**src/rtl/pong_ball_ctrl.sv**
```systemverilog
// pong_ball_ctrl: ball position/direction, scoring and serve/pause/game-over
// sequencing for the 64x64 pong field. Reacts to the collision block's event
// flags on each movement step and drives the next bx/by back out.
//
// Optional build macro BALL_SPEEDUP_EN: adds a 3-bit rally counter. After four
// paddle returns in one rally the ball moves two cells per axis per step.
//
// Handshake note: there is no valid/ready traffic here. step is a one-cycle
// qualifier; paddle_hit/wall_hit/miss_left/miss_right are only looked at on
// cycles where step=1 and the FSM is in PLAY. serve_btn is a level.
module pong_ball_ctrl #(
    parameter int FIELD_W     = 64,
    parameter int FIELD_H     = 64,
    parameter int START_X     = 31,
    parameter int START_Y     = 31,
    parameter int WIN_SCORE   = 7,
    parameter int SCORE_W     = 4,
    parameter int PAUSE_STEPS = 16
) (
    input  logic               clk,
    input  logic               rst,
    input  logic               step,
    input  logic               serve_btn,
    input  logic               paddle_hit,
    input  logic               wall_hit,
    input  logic               miss_left,
    input  logic               miss_right,
    output logic [5:0]         bx,
    output logic [5:0]         by,
    output logic               dx,
    output logic               dy,
    output logic [SCORE_W-1:0] sc1,
    output logic [SCORE_W-1:0] sc2,
    output logic [2:0]         state,
    output logic               point_pulse,
    output logic               game_over
);

    typedef enum logic [2:0] {
        S_IDLE  = 3'd0,
        S_SERVE = 3'd1,
        S_PLAY  = 3'd2,
        S_PAUSE = 3'd3,
        S_OVER  = 3'd4
    } state_t;

    localparam int CNT_W = (PAUSE_STEPS > 1) ? $clog2(PAUSE_STEPS) : 1;

    localparam logic [6:0]         X_MAX    = 7'(FIELD_W - 1);
    localparam logic [6:0]         Y_MAX    = 7'(FIELD_H - 1);
    localparam logic [5:0]         X_START  = 6'(START_X);
    localparam logic [5:0]         Y_START  = 6'(START_Y);
    localparam logic [SCORE_W-1:0] WIN      = SCORE_W'(WIN_SCORE);
    localparam logic [CNT_W-1:0]   CNT_LOAD = CNT_W'(PAUSE_STEPS - 1);

    state_t           st;
    logic [CNT_W-1:0] pause_cnt;
    logic             lost_left;   // 1 when the last point came from miss_left

    logic       dx_n;
    logic       dy_n;
    logic [6:0] mv;
    logic [6:0] x_sum;
    logic [6:0] y_sum;
    logic [5:0] nx;
    logic [5:0] ny;

    assign state = st;

`ifdef BALL_SPEEDUP_EN
    logic [2:0] rally;
    // Distance per move: doubles once the rally counter has saturated.
    always_comb begin
        mv = (rally == 3'd4) ? 7'd2 : 7'd1;
    end
`else
    // Distance per move is always one cell.
    always_comb begin
        mv = 7'd1;
    end
`endif

    // Next direction and clamped next position for a normal (no-miss) step.
    always_comb begin
        dx_n  = dx ^ paddle_hit;
        dy_n  = dy ^ wall_hit;
        x_sum = {1'b0, bx} + mv;
        y_sum = {1'b0, by} + mv;
        if (dx_n) begin
            nx = (x_sum > X_MAX) ? X_MAX[5:0] : x_sum[5:0];
        end else begin
            nx = ({1'b0, bx} < mv) ? 6'd0 : (bx - mv[5:0]);
        end
        if (dy_n) begin
            ny = (y_sum > Y_MAX) ? Y_MAX[5:0] : y_sum[5:0];
        end else begin
            ny = ({1'b0, by} < mv) ? 6'd0 : (by - mv[5:0]);
        end
    end

    // Game FSM with registered ball, score and status outputs.
    always_ff @(posedge clk or posedge rst) begin
        if (rst) begin
            st          <= S_IDLE;
            bx          <= X_START;
            by          <= Y_START;
            dx          <= 1'b1;
            dy          <= 1'b1;
            sc1         <= '0;
            sc2         <= '0;
            point_pulse <= 1'b0;
            game_over   <= 1'b0;
            pause_cnt   <= '0;
            lost_left   <= 1'b0;
`ifdef BALL_SPEEDUP_EN
            rally       <= 3'd0;
`endif
        end else begin
            point_pulse <= 1'b0;
            case (st)
                S_IDLE: begin
                    if (serve_btn) st <= S_PLAY;
                end
                S_SERVE: begin
                    if (serve_btn) st <= S_PLAY;
                end
                S_PLAY: begin
                    if (step) begin
                        if (miss_left) begin
                            if (sc2 != WIN) sc2 <= sc2 + 1'b1;
                            point_pulse <= 1'b1;
                            lost_left   <= 1'b1;
                            pause_cnt   <= CNT_LOAD;
                            st          <= S_PAUSE;
`ifdef BALL_SPEEDUP_EN
                            rally       <= 3'd0;
`endif
                        end else if (miss_right) begin
                            if (sc1 != WIN) sc1 <= sc1 + 1'b1;
                            point_pulse <= 1'b1;
                            lost_left   <= 1'b0;
                            pause_cnt   <= CNT_LOAD;
                            st          <= S_PAUSE;
`ifdef BALL_SPEEDUP_EN
                            rally       <= 3'd0;
`endif
                        end else begin
                            dx <= dx_n;
                            dy <= dy_n;
                            bx <= nx;
                            by <= ny;
`ifdef BALL_SPEEDUP_EN
                            if (paddle_hit && rally != 3'd4) rally <= rally + 3'd1;
`endif
                        end
                    end
                end
                S_PAUSE: begin
                    if (step) begin
                        if (pause_cnt == '0) begin
                            if (sc1 == WIN || sc2 == WIN) begin
                                st        <= S_OVER;
                                game_over <= 1'b1;
                            end else begin
                                st <= S_SERVE;
                                bx <= X_START;
                                by <= Y_START;
                                dx <= ~lost_left;
                                dy <= 1'b1;
                            end
                        end else begin
                            pause_cnt <= pause_cnt - 1'b1;
                        end
                    end
                end
                S_OVER: begin
                    if (serve_btn) begin
                        st        <= S_SERVE;
                        sc1       <= '0;
                        sc2       <= '0;
                        game_over <= 1'b0;
                        bx        <= X_START;
                        by        <= Y_START;
                        dx        <= 1'b1;
                        dy        <= 1'b1;
                    end
                end
                default: st <= S_IDLE;
            endcase
        end
    end

endmodule

```
**config.mk**
```make
export PLATFORM = sky130hd
export DESIGN_NAME = pong_ball_ctrl
export DESIGN_NICKNAME = d
export VERILOG_FILES = /design/src/rtl/pong_ball_ctrl.sv
export SDC_FILE = /design/constraint.sdc
export NUM_CORES = 1
export LEC_CHECK = 0
export CAP_MARGIN = 20
export CORE_MARGIN = 2
export CORE_UTILIZATION = 45
export CTS_BUF_LIST = sky130_fd_sc_hd__clkbuf_4 sky130_fd_sc_hd__clkbuf_8
export DETAILED_ROUTE_END_ITERATION = 6
export HOLD_SLACK_MARGIN = 0.12
export PLACE_DENSITY = 0.78
export SLEW_MARGIN = 25
export SYNTH_ARGS = -nofsm -noshare
export SYNTH_HDL_FRONTEND = slang
export SYNTH_SLANG_ARGS = --single-unit
```
**constraint.sdc**
```tcl
create_clock -name clk -period 2.2 [get_ports clk]
set_input_delay 0.22 -clock clk [delete_from_list [all_inputs] [get_ports clk]]
set_output_delay 0.22 -clock clk [all_outputs]
set_load 0.01 [all_outputs]
```
==> Word level (Yosys, flattened, before mapping) <==
Cells that the tools add are included.
{ "totals": {"output_inout_bits": 27, "in_bits": 8, "wordCells": 133, "register_bits": 32} }
{ "op_classes": {"magnitude_cmp": 4, "muxes": 69, "bitwise": 3, "eq_ne": 23, "addsub": 7, "n_reduce_logical": 16} }
{ "ops": {"columns": ["cell", "n"], "rows": [
  ["6-bit two-way mux", 16],
  ["4-bit two-way mux", 13],
  ["6-bit one-hot mux with 3 select lines", 2],
  ["2-bit inequality test (second input constant)", 13],
  ["3-bit two-way mux", 8],
  ["4-bit one-hot mux with 2 select lines", 3],
  ["1-bit two-way mux", 23],
  ["5-bit AND reduction", 3],
  ["6-bit by 1-bit adder with 7-bit output (second input constant)", 2],
  ["7-bit by 6-bit > comparator with 1-bit output (second input constant)", 2],
  ["6-bit by 1-bit less-than comparator with 1-bit output (second input constant)", 2],
  ["3-bit one-hot mux with 4 select lines", 1],
  ["6-bit AND reduction", 2],
  ["6-bit by 1-bit subtractor with 6-bit output (second input constant)", 2],
  ["4-bit by 1-bit adder with 4-bit output (second input constant)", 2],
  ["4-bit by 3-bit == test with 1-bit output (second input constant)", 2],
  ["4-bit by 3-bit inequality test with 1-bit output (second input constant)", 2],
  ["8-bit AND reduction", 1],
  ["2-bit nonzero test", 4],
  ["3-bit by 2-bit == test with 1-bit output (second input constant)", 2],
  ["1-bit one-hot mux with 3 select lines", 2],
  ["4-bit logical NOT", 1],
  ["4-bit by 1-bit subtractor with 4-bit output (second input constant)", 1],
  ["3-bit by 1-bit == test with 1-bit output (second input constant)", 1],
  ["11 further kinds", 12]
]} }

==> Longest topological paths before layout <==
Gate-level depths: netlist (run 1).
{ "depth": {"word_depth": 8, "depth_mapped": 8, "ltp_nobuf": 7} }

==> Worst setup path before layout (run 1) <==
No wires, ideal clock.
{ "synth_timing": {"path_kind": "register to register", "from": "register by[0]", "to": "register by[5]", "synth_period_minus_slack_ns": 2.053, "path_stages_with_launch": 8, "path_buffers": 1, "slack_ns": 0.147, "required_time_ns": 2.126, "arrival_time_ns": 1.979, "setup_time_ns": 0.074, "path_cell_list": "dfstp_2 -> clkbuf_1 -> inv_1 -> ha_1 -> or4_1 -> a31oi_1 -> o31ai_1 -> o21ai_2"} }
{ "synth_via": {"elab_chain_len": 8, "word_cells_on_any_way": 11, "cone_classes": "2 x add/sub; 2 x order compare; 7 x mux"} }
{ "synth_lines": {"columns": ["element", "line", "rtl"], "rows": [
  ["from (decl)", "29", "output logic [5:0] by,"],
  ["from (signal assigned)", "151", "by <= ny;"],
  ["6-bit by 1-bit adder with 7-bit output", "88", "y_sum = {1'b0, by} + mv;"],
  ["7-bit by 6-bit > comparator with 1-bit output", "95", "ny = (y_sum > Y_MAX) ? Y_MAX[5:0] : y_sum[5:0];"],
  ["6-bit two-way mux", "95", null],
  ["6-bit two-way mux *", "94", "if (dy_n) begin"],
  ["6-bit two-way mux *", "138", "end else if (miss_right) begin"],
  ["6-bit two-way mux *", "129", "if (miss_left) begin"],
  ["6-bit two-way mux *", "128", "if (step) begin"],
  ["6-bit one-hot mux with 3 select lines *", "120", "case (st)"]
]} }
Mark *: on every way between the ends. The rest lies on a longest branch, timed or not. The select of a mux whose other input is x is not followed.
A chain may end at the register's enable or synchronous reset.

==> Worst setup path in the final report (run 1) <==
{ "layout_timing": {"from": "register st[0], in the netlist state[0]", "to": "register sc1[0]"} }
{ "layout_via": {"elab_chain_len": 3, "word_cells_on_any_way": 10, "cone_classes": "7 x eq/ne; 1 x mux; 2 x reduce/logical"} }
{ "layout_lines": {"columns": ["element", "line", "rtl"], "rows": [
  ["from (decl)", "56", "state_t st;"],
  ["from (signal assigned)", "104", "st <= S_IDLE;"],
  ["from (signal assigned)", "122", "if (serve_btn) st <= S_PLAY;"],
  ["from (signal assigned)", "125", "if (serve_btn) st <= S_PLAY;"],
  ["3-bit by 2-bit == test with 1-bit output or 3-bit == test (tied branches)", "120", null],
  ["2-bit inequality test (no source line) or 2-bit nonzero test (tied branches)", null, null],
  ["6-bit AND reduction (no source line)", null, null],
  ["to (signal assigned)", "139", "if (sc1 != WIN) sc1 <= sc1 + 1'b1;"],
  ["to (decl)", "32", "output logic [SCORE_W-1:0] sc1,"]
]} }
Parallel ways exist; a longest one is shown, timed or not.

==> results of run 1 <==
-- cell type report --
type,instances,share of cell area (%)
multi-input combinational,212,48.2
inverter,20,2.55
tap,70,2.97
sequential,32,27.7
clock inverter,2,0.339
timing repair buffer,48,15.5
clock buffer,6,2.80
-- power groups by stage --
stage | clock [mW] | sequential (mW) | combinational, mW
floorplan | 0 | 1.19 | 1.41
global placement | 0 | 1.27 | 2.02
detailed placement | 0 | 1.27 | 2.05
CTS | 0.476 | 1.27 | 2.07
global route | 0.506 | 1.33 | 2.34
finish | 0.462 | 1.27 | 2.10
-- kinds of logic after synthesis --
logic type	after synthesis	synth area share, %
xor gates and xnor gates	13	4.76
adders and majority gates	9	4.70
muxes	3	1.41
buffers and inverters	34	6.59
AOI/OAI and AO/OA	79	22.7
and+or+nand+nor	108	25.7
DFF	32	34.1
-- per-layer routing --
metal	wire length (µm)	global-route usage, %	up-vias
li1	-	-	1095
met1	2520	26.1	1075
met2	2580	31.1	90
met3	312	4.00	10
met4	84	7.82	0
met5	0	0	-
-- per-stage QoR --
stage          hold slack, ns  worst slack, ns  utilization [%]  std cells
2_1_floorplan           0.327            0.147                -        278
3_3_place_gp            0.487            0.137             55.5        381
3_5_place_dp            0.492           0.0941             55.5        381
4_1_cts                 0.337            0.119             57.3        389
5_1_grt                 0.379           0.0317             57.7        390
6_report                0.323            0.221             57.7        390
-- flip-flops by register name (all words and copies together) (netlist names), 3 cells and up --
register   flops
sc2            4
pause_cnt      4
sc1            4
bx             6
state          3
by             6
-- placed cells by master, fill, tap and decap left out, drive strengths merged, types with 7 or more instances in the layout --
cell,n
dfrtp,20
a21oi,16
o21ai,19
nor2,24
a31oi,7
inv,20
nand2,20
nand3,18
ha,9
buf,14
xnor2,8
clkdlybuf4s50,34
dfstp,12
-- tightest hold or removal path, cell delays in order --
cell and delay [ns]:
clkdlybuf4s50_1 0.39, inv_1 0.05, buf_4 0.36
-- worst max-delay path by stage --
stage | startpoint | endpoint
global placement | step | bx[2]
detailed placement | step | by[3]
floorplan | by[0] | by[5]
global route | bx[0] | bx[3]
finish | state[0] | sc1[0]
CTS | pause_cnt[0] | by[3]
==> out/metrics.cfg, run 1 <==
[layout]
multi_input_area_um2=1420
fin_nets=336
insertedDiodeCount=0
drive_above_1_share_pct=15.9
fillCellCount=480
syn_to_final_growth_pct=23.2
stdcell_area_um2=2950
regArea_um2=816

[floorplanning]
die-width_um=76.9
pin_count=35
core.rowCount=26
die-height_um=76.9
dieArea_um2=5920
start_util_pct=46.9
coreArea_um2=5110

[flow_run]
cap_viol_max_count=0

[sta]
fin_crit_sh_pct=89.9
period_needed_ns=1.98
setup_viol=0
worstMarginPinSlew_ns=0.499
tns_ns=0
maxSlewViolCount=0
slew_headroom_pct=66.5
timing.final.hold_violations=0
rsz0062_at_grt=no
max_freq_mhz=505
skew_ns=0.00287

[logic_synthesis]
yosysWarnings=0
yosysUniqueCellTypes=65
syn_area_per_cell_um2=8.61
synth_top_area_share_pct=20.9
synth-seq-area-share_pct=34.1
synth_area_leader_cell=dfrtp_1
synth_area_um2=2390
synthTopCellsByArea=dfrtp_1 21%, dfstp_2 13%, ha_1 4.7%, nand3_1 3.8%, o21ai_0 3.8%
synth_most_common_cell=nor2_1
async_reset_ff_share_pct=100
synth-edff-count=0
ys_seq_elements=32
syn-num-nets=295
synth_ff_type=dfrtp_1
syn-instance-count=278
synthTopCellsByCount=24 x nor2_1, 20 x dfrtp_1, 20 x inv_1

[setup_path]
crit_family=flip-flops
rr_startpoint=state[0]
rr_endpoint=sc1[0]
path_buf_inv=1
crit_required_ns=2.36
crit_fanout=13
reg2reg_slack_ns=0.22
crit_cells=5
critPathCaptureType=register
worstSetupStartpointType=register
cp.arrival_ns=2.14
crit_type=reg -> reg
crit_chain=buf_4, nor3b_4, a21oi_1, nor3_2, mux2_1
worstRegToRegCells=5
max_stage_delay_ns=0.54
slowest_stage=dfrtp_1

[global_route]
grt_max_degree=33
gr-usage-all-layers_pct=19.6
antenna_found_initial=0
grt_pass1_wl_mm=9.63
grt_pass1_vias=2157
gr-total-overflow=0

[hold_path]
worstHoldPathType=in -> async

[pwr]
ir_drop_uv=668
power_leakage_nw=1.22
pwr-share-clk_pct=12.0
p_int_mw=2.19
sequentialPowerShare_pct=33.1
power.switching_mw=1.64
swShare_pct=42.8
combinationalPowerShare_pct=54.9
powerDensity_nw_per_um2=1300
power_mw=3.83

[route]
ant_nets=0
route.detailed.drc=0
post_drt_wl_per_cell_um=14.1
dr.pass1.iters=4
avgViaCountPerCell=5.82
vias=2270
routed_wl_mm=5.50
drt_iter0_markers=113

[clocking]
cts_buffers=5
clk_latency_ns=0.27
root_buffer=clkbuf_8
cts-resized-gates=0
cts_num_sinks=32
clockBufferDepth=2
clkTransAtPathRegs_ns=0.07
cts_max_level=2
hold_buffers=0
cts_tree=done
post_cts_buffers=0

[placed_design]
port_buffers=34
placed_area_um2=2840
place_hpwl_mm=3.96
gp_routability_congestion=0.886

[run_status]
outcome=finished, final reports clean

Power figures use the tool's default switching activity.
==> run 2, diff against run 1 <==
--- a/config.mk
+++ b/config.mk
@@ -12,7 +12,7 @@
 export DETAILED_ROUTE_END_ITERATION = 6
 export HOLD_SLACK_MARGIN = 0.12
 export PLACE_DENSITY = 0.78
-export SLEW_MARGIN = 25
+export SLEW_MARGIN = 10
 export SYNTH_ARGS = -nofsm -noshare
 export SYNTH_HDL_FRONTEND = slang
 export SYNTH_SLANG_ARGS = --single-unit
==> results of run 2 <==
No change in the layout: final DEF, timing and power equal those of run 1.
==> run 3, diff against run 2 <==
--- a/config.mk
+++ b/config.mk
@@ -9,6 +9,7 @@
 export CORE_MARGIN = 2
 export CORE_UTILIZATION = 45
 export CTS_BUF_LIST = sky130_fd_sc_hd__clkbuf_4 sky130_fd_sc_hd__clkbuf_8
+export CTS_CLUSTER_DIAMETER = 120
 export DETAILED_ROUTE_END_ITERATION = 6
 export HOLD_SLACK_MARGIN = 0.12
 export PLACE_DENSITY = 0.78
==> results of run 3 <==
No change in the layout: final DEF, timing and power equal those of run 1.
